`src/rtl/serial_sub_pkg.sv`:
```
// Shared types and constants for the bit-serial subtractor.
package serial_sub_pkg;

  localparam int DEFAULT_WIDTH = 8;

  typedef enum logic [1:0] {
    IDLE = 2'd0,
    RUN  = 2'd1,
    DONE = 2'd2
  } state_t;

endpackage

```
`src/rtl/fullsub_bit.sv`:
```
// One-bit full subtractor cell: d = x - y - bin, with borrow out.
module fullsub_bit (
  input  logic x,
  input  logic y,
  input  logic bin,
  output logic d,
  output logic bout
);

  assign d    = x ^ y ^ bin;
  assign bout = (~x & y) | (~(x ^ y) & bin);

endmodule

```
`src/rtl/serial_sub.sv`:
```
// Bit-serial unsigned subtractor: one difference bit per clock, LSB first,
// with a valid/ready handshake on both the operand and the result side.
module serial_sub
  import serial_sub_pkg::*;
#(
  parameter int WIDTH = DEFAULT_WIDTH
) (
  input  logic             clk,
  input  logic             rst_n,
  input  logic             gnd,
  input  logic             vdd,
  input  logic             in_valid,
  output logic             in_ready,
  input  logic [WIDTH-1:0] a,
  input  logic [WIDTH-1:0] b,
  output logic             sbit,
  output logic             sbit_valid,
  output logic             out_valid,
  input  logic             out_ready,
  output logic [WIDTH-1:0] diff,
  output logic             borrow_out
);

  localparam int CW = $clog2(WIDTH);
  localparam logic [CW-1:0] LAST = CW'(WIDTH - 1);

  // Power pins exist only so netlists with explicit supplies still connect.
  logic unused_pwr;
  assign unused_pwr = gnd ^ vdd;

  state_t            state_q, state_d;
  logic [WIDTH-1:0]  a_q, a_d, b_q, b_d, diff_q, diff_d;
  logic              borrow_q, borrow_d;
  logic [CW-1:0]     cnt_q, cnt_d;
  logic              d_bit, bout_bit;

  fullsub_bit u_cell (
    .x    (a_q[0]),
    .y    (b_q[0]),
    .bin  (borrow_q),
    .d    (d_bit),
    .bout (bout_bit)
  );

  always_comb begin
    state_d  = state_q;
    a_d      = a_q;
    b_d      = b_q;
    diff_d   = diff_q;
    borrow_d = borrow_q;
    cnt_d    = cnt_q;
    unique case (state_q)
      IDLE: begin
        // diff is left untouched so the previous result survives until RUN.
        if (in_valid) begin
          a_d      = a;
          b_d      = b;
          borrow_d = 1'b0;
          cnt_d    = '0;
          state_d  = RUN;
        end
      end
      RUN: begin
        a_d      = a_q >> 1;
        b_d      = b_q >> 1;
        diff_d   = {d_bit, diff_q[WIDTH-1:1]};
        borrow_d = bout_bit;
        // Counter saturates on the last bit instead of wrapping.
        if (cnt_q == LAST) state_d = DONE;
        else               cnt_d   = cnt_q + 1'b1;
      end
      DONE: begin
        if (out_ready) state_d = IDLE;
      end
      default: state_d = IDLE;
    endcase
  end

  always_ff @(posedge clk or negedge rst_n) begin
    if (!rst_n) begin
      state_q  <= IDLE;
      a_q      <= '0;
      b_q      <= '0;
      diff_q   <= '0;
      borrow_q <= 1'b0;
      cnt_q    <= '0;
    end else begin
      state_q  <= state_d;
      a_q      <= a_d;
      b_q      <= b_d;
      diff_q   <= diff_d;
      borrow_q <= borrow_d;
      cnt_q    <= cnt_d;
    end
  end

  assign in_ready   = (state_q == IDLE);
  assign sbit_valid = (state_q == RUN);
  assign out_valid  = (state_q == DONE);
  assign sbit       = sbit_valid & d_bit;
  assign diff       = diff_q;
  assign borrow_out = borrow_q;

endmodule

```
`config.mk`:
```
export PLATFORM = sky130hd
export DESIGN_NAME = serial_sub
export DESIGN_NICKNAME = d
export VERILOG_FILES = /design/src/rtl/serial_sub_pkg.sv /design/src/rtl/fullsub_bit.sv /design/src/rtl/serial_sub.sv
export SDC_FILE = /design/constraint.sdc
export NUM_CORES = 1
export LEC_CHECK = 0
export CORE_MARGIN = 2
export CORE_UTILIZATION = 40
export CTS_CLUSTER_DIAMETER = 30
export DETAILED_ROUTE_END_ITERATION = 8
export GPL_TIMING_DRIVEN = 0
export PLACE_DENSITY = 0.75
export SETUP_SLACK_MARGIN = 0.1
export SLEW_MARGIN = 40
export SYNTH_ARGS = -nofsm -noshare
export SYNTH_HDL_FRONTEND = slang
export SYNTH_SLANG_ARGS = --single-unit
```
`constraint.sdc`:
```
create_clock -name clk -period 2.65 [get_ports clk]
set_input_delay 0.265 -clock clk [delete_from_list [all_inputs] [get_ports clk]]
set_output_delay 0.265 -clock clk [all_outputs]
set_load 0.03 [all_outputs]
```
==> flow_summary.json, run 1 <==
{
  "outcome": "completed",
  "total_negative_setup_slack_ps": 0,
  "critical-path-max-stage-delay_ps": 700,
  "path_clk_slew_ps": 90,
  "maxCapViolCount": 0,
  "top_level_ports": 35,
  "die_area_sq_mm": 0.00401,
  "post_route_cells_drive_above_1_share_pct": 14.7,
  "fin_cells": 216,
  "tritoncts": "built",
  "rsz0062_at_grt": "false",
  "utilization_pct": 54.7,
  "max_freq_ghz": 0.424,
  "reg2reg_slack_ps": 1290,
  "gpl.final_weighted_congestion": 0.843,
  "initial_utilization_pct": 41.8,
  "grt_max_degree": 31,
  "sequentialPowerShare_pct": 36.6,
  "period_share_pct": 89.0,
  "synthTopCellsByArea": "sky130_fd_sc_hd__dfrtp_1 (53%), sky130_fd_sc_hd__o22ai_1 (8.5%), sky130_fd_sc_hd__nand2_1 (6.4%), sky130_fd_sc_hd__buf_6 (4.8%), sky130_fd_sc_hd__a21oi_1 (3.2%)",
  "gr-usage-all-layers_pct": 17.2,
  "port-buffer-count": 32,
  "report.final.hold_viol_count": 0,
  "vias_per_cell": 5.40,
  "critPathCaptureType": "output pin",
  "final.setup_skew_ps": 9.32,
  "detail-route-antenna-nets": 0,
  "antenna_violations_before_repair": 0,
  "tritoncts_buffer_count": 5,
  "dpl_cell_area_sq_mm": 0.00178,
  "final-setup-viol-count": 0,
  "critical_path_class": "flip-flop to output pin",
  "remaining_design_rule_violation_count": 0,
  "cp_slowest_cell": "sky130_fd_sc_hd__clkdlybuf4s50_1",
  "power.density_mw_per_mm2": 1210,
  "critical_path.startpoint_type": "flip-flop",
  "growth_of_design_area_from_synthesis_to_finish_pct": 30.9,
  "final_common_cell": "sky130_fd_sc_hd__clkdlybuf4s50_1",
  "synth_warnings": 0,
  "dieHeight_um": 63.3,
  "synth.ff_latch_count": 30,
  "synthArstFlopShare_pct": 100,
  "final.min_clock_period_ps": 2360,
  "worst_pin_slew_ps": 663,
  "crit_path_cell_trace": "fa_1, nor2_1, clkdlybuf4s50_1",
  "synth_enable_flop_cells": 0,
  "clkSinkCount": 30,
  "hold_path.class": "flip-flop to flip-flop",
  "vdd_ir_drop_max_mv": 0.421,
  "slew_headroom_pct": 55.8,
  "placement_rows": 21,
  "syn-mean-instance-area_sq_um": 10.7,
  "fp.dieW_um": 63.3,
  "post_drt_wl_per_cell_um": 14.4,
  "synth.largest_area_cell": "sky130_fd_sc_hd__dfrtp_1",
  "nFillCells": 325,
  "place_inst": 209,
  "wire_length_of_the_first_global_routing_pass_um": 5440,
  "share_clk_of_total_power_pct": 11.8,
  "net_count_after_synthesis": 156,
  "num-nets-final": 196,
  "diodes": 0,
  "switchingPower_mw": 0.922,
  "synth_cell_type_count": 29,
  "dp_hpwl_um": 2300,
  "crit_required_ps": 2380,
  "dr.first_iter.drc_count": 84,
  "num_vias": 1166,
  "grt_pass1_vias": 1124,
  "postSynthCellCount": 131,
  "combinational_cell_fraction_of_total_power_pct": 51.6,
  "timing.critical_path.fanout_max": 3,
  "static-leakage-power_nw": 0.807,
  "post-route-cell-area_sq_mm": 0.00184,
  "postCtsSetupBuffers": 0,
  "postRouteWirelength_um": 3110,
  "synth_seq_area_share_pct": 53.4,
  "floorplan.core_area_sq_mm": 0.00336,
  "synthesis.area_sq_mm": 0.00141,
  "power.share.switching_pct": 41.4,
  "globalRoute.totalOverflow": 0,
  "drt_pre_antenna_iters": 4,
  "clockBufferDepth": 2,
  "cp_data_arrival_time_ps": 2090,
  "layout.cells.most_common_list": "sky130_fd_sc_hd__clkdlybuf4s50_1 (31), sky130_fd_sc_hd__dfrtp_1 (30), sky130_fd_sc_hd__nand2_1 (24), sky130_fd_sc_hd__o22ai_1 (19), sky130_fd_sc_hd__a21oi_1 (9)",
  "cts_max_level": 2,
  "clk-insertion-delay-late_ps": 320,
  "clk_root_buffer_cell": "sky130_fd_sc_hd__clkbuf_4",
  "netlist.area_leader.share_pct": 53.4,
  "cell_internal_pwr_mw": 1.30,
  "postSynth.topFlopCell": "sky130_fd_sc_hd__dfrtp_1",
  "final-max-slew-violation-count": 0
}
-- metrics by stage --
stage | worst slack, ps | hold WS [ps] | total power, mW
final | 292 | 495 | 2.23
after global routing | 169 | 507 | 2.38
after CTS | 266 | 487 | 2.24
after detailed placement | 626 | 338 | 1.98
after global placement | 628 | 460 | 1.91
after floorplan | 939 | -30.6 | 1.58
-- critical path: cells and delay by family (launching register included) --
| family | cells | cell delay (ps) |
|---|---|---|
| and+or+nand+nor | 1 | 160 |
| buffers and inverters | 1 | 700 |
| adders and majority gates | 1 | 480 |
| DFF | 1 | 440 |
-- sequential cells by signal (all words and copies together), names as in the netlist --
name	flops
a_q	8
b_q	8
diff	8
cnt_q	3
borrow_out	1
state_q	2
-- layer usage --
metal | global-route usage (%) | vias to the layer above | routed length [um] | share of wire [%]
li1 | - | 553 | - | -
met1 | 22.0 | 574 | 1320 | 42
met2 | 27.7 | 33 | 1580 | 51
met3 | 5.89 | 6 | 179 | 5.8
met4 | 5.43 | 0 | 39 | 1.3
met5 | 0 | - | 0 | 0
-- power groups by stage --
| stage | clock, mW | sequential (mW) | combinational, mW |
|---|---|---|---|
| 2_1_floorplan | 0 | 0.906 | 0.671 |
| 3_3_place_gp | 0 | 0.809 | 1.10 |
| 3_5_place_dp | 0 | 0.825 | 1.15 |
| 4_1_cts | 0.268 | 0.814 | 1.16 |
| 5_1_grt | 0.289 | 0.842 | 1.25 |
| 6_report | 0.262 | 0.816 | 1.15 |
-- logic make-up (layout without fill, tap and decap cells) --
kind of cell | count (synthesis) | after routing | share of synthesized area, %
flops | 30 | 30 | 53.4
fa+ha+maj | 3 | 3 | 3.20
compound gates | 47 | 47 | 22.7
simple gates | 40 | 40 | 14.5
buf+inv | 11 | 50 | 6.23
-- area by class of cell --
| type | count | area [sq um] | share of cell area (%) |
|---|---|---|---|
| clock buffer | 6 | 51.3 | 2.79 |
| inverter | 4 | 15.0 | 0.816 |
| multi-input combinational | 90 | 568 | 30.9 |
| sequential | 30 | 751 | 40.8 |
| tap | 46 | 57.6 | 3.13 |
| buffer | 7 | 72.6 | 3.94 |
| timing repair buffer | 33 | 325 | 17.7 |
-- worst paths after layout --
| check | endpoint | start | cells after the start |
|---|---|---|---|
| worst min-delay path | diff[4] | diff[5] | 2 |
| worst max-delay path | sbit | b_q[0] | 3 |
| min in group asynchronous | a_q[3] | rst_n | 2 |
| max in group asynchronous | diff[4] | rst_n | 2 |
| worst max register to register | cnt_q[1] | cnt_q[0] | 5 |
| worst min register to register | diff[4] | diff[5] | 2 |
-- synth_stat cells (all sizes together), types with 2 or more instances --
| library cell | instances |
|---|---|
| nor2 | 6 |
| nand2b | 4 |
| a2bb2oi | 4 |
| nand3b | 2 |
| inv | 4 |
| a21oi | 9 |
| o221a | 2 |
| o2bb2ai | 3 |
| o22ai | 19 |
| a22oi | 3 |
| nand2 | 25 |
| o21ai | 4 |
| dfrtp | 30 |
| ha | 2 |
| buf | 7 |
-- repair_timing --
item                                    4_1_cts  5_1_grt
hold endpoints to repair                     30        0
resized for setup                             0        0
hold buffers                                  1        0
endpoints found under the setup margin        0        0
No activity file was read; power rests on OpenSTA's default activity.
==> run 2: changes to the inputs <==
--- a/config.mk
+++ b/config.mk
@@ -9,6 +9,7 @@
 export CORE_UTILIZATION = 40
 export CTS_CLUSTER_DIAMETER = 30
 export DETAILED_ROUTE_END_ITERATION = 8
+export GPL_ROUTABILITY_DRIVEN = 0
 export GPL_TIMING_DRIVEN = 0
 export PLACE_DENSITY = 0.75
 export SETUP_SLACK_MARGIN = 0.1
==> results of run 2 <==
The final DEF is identical to that of run 1; final timing and power are the same.
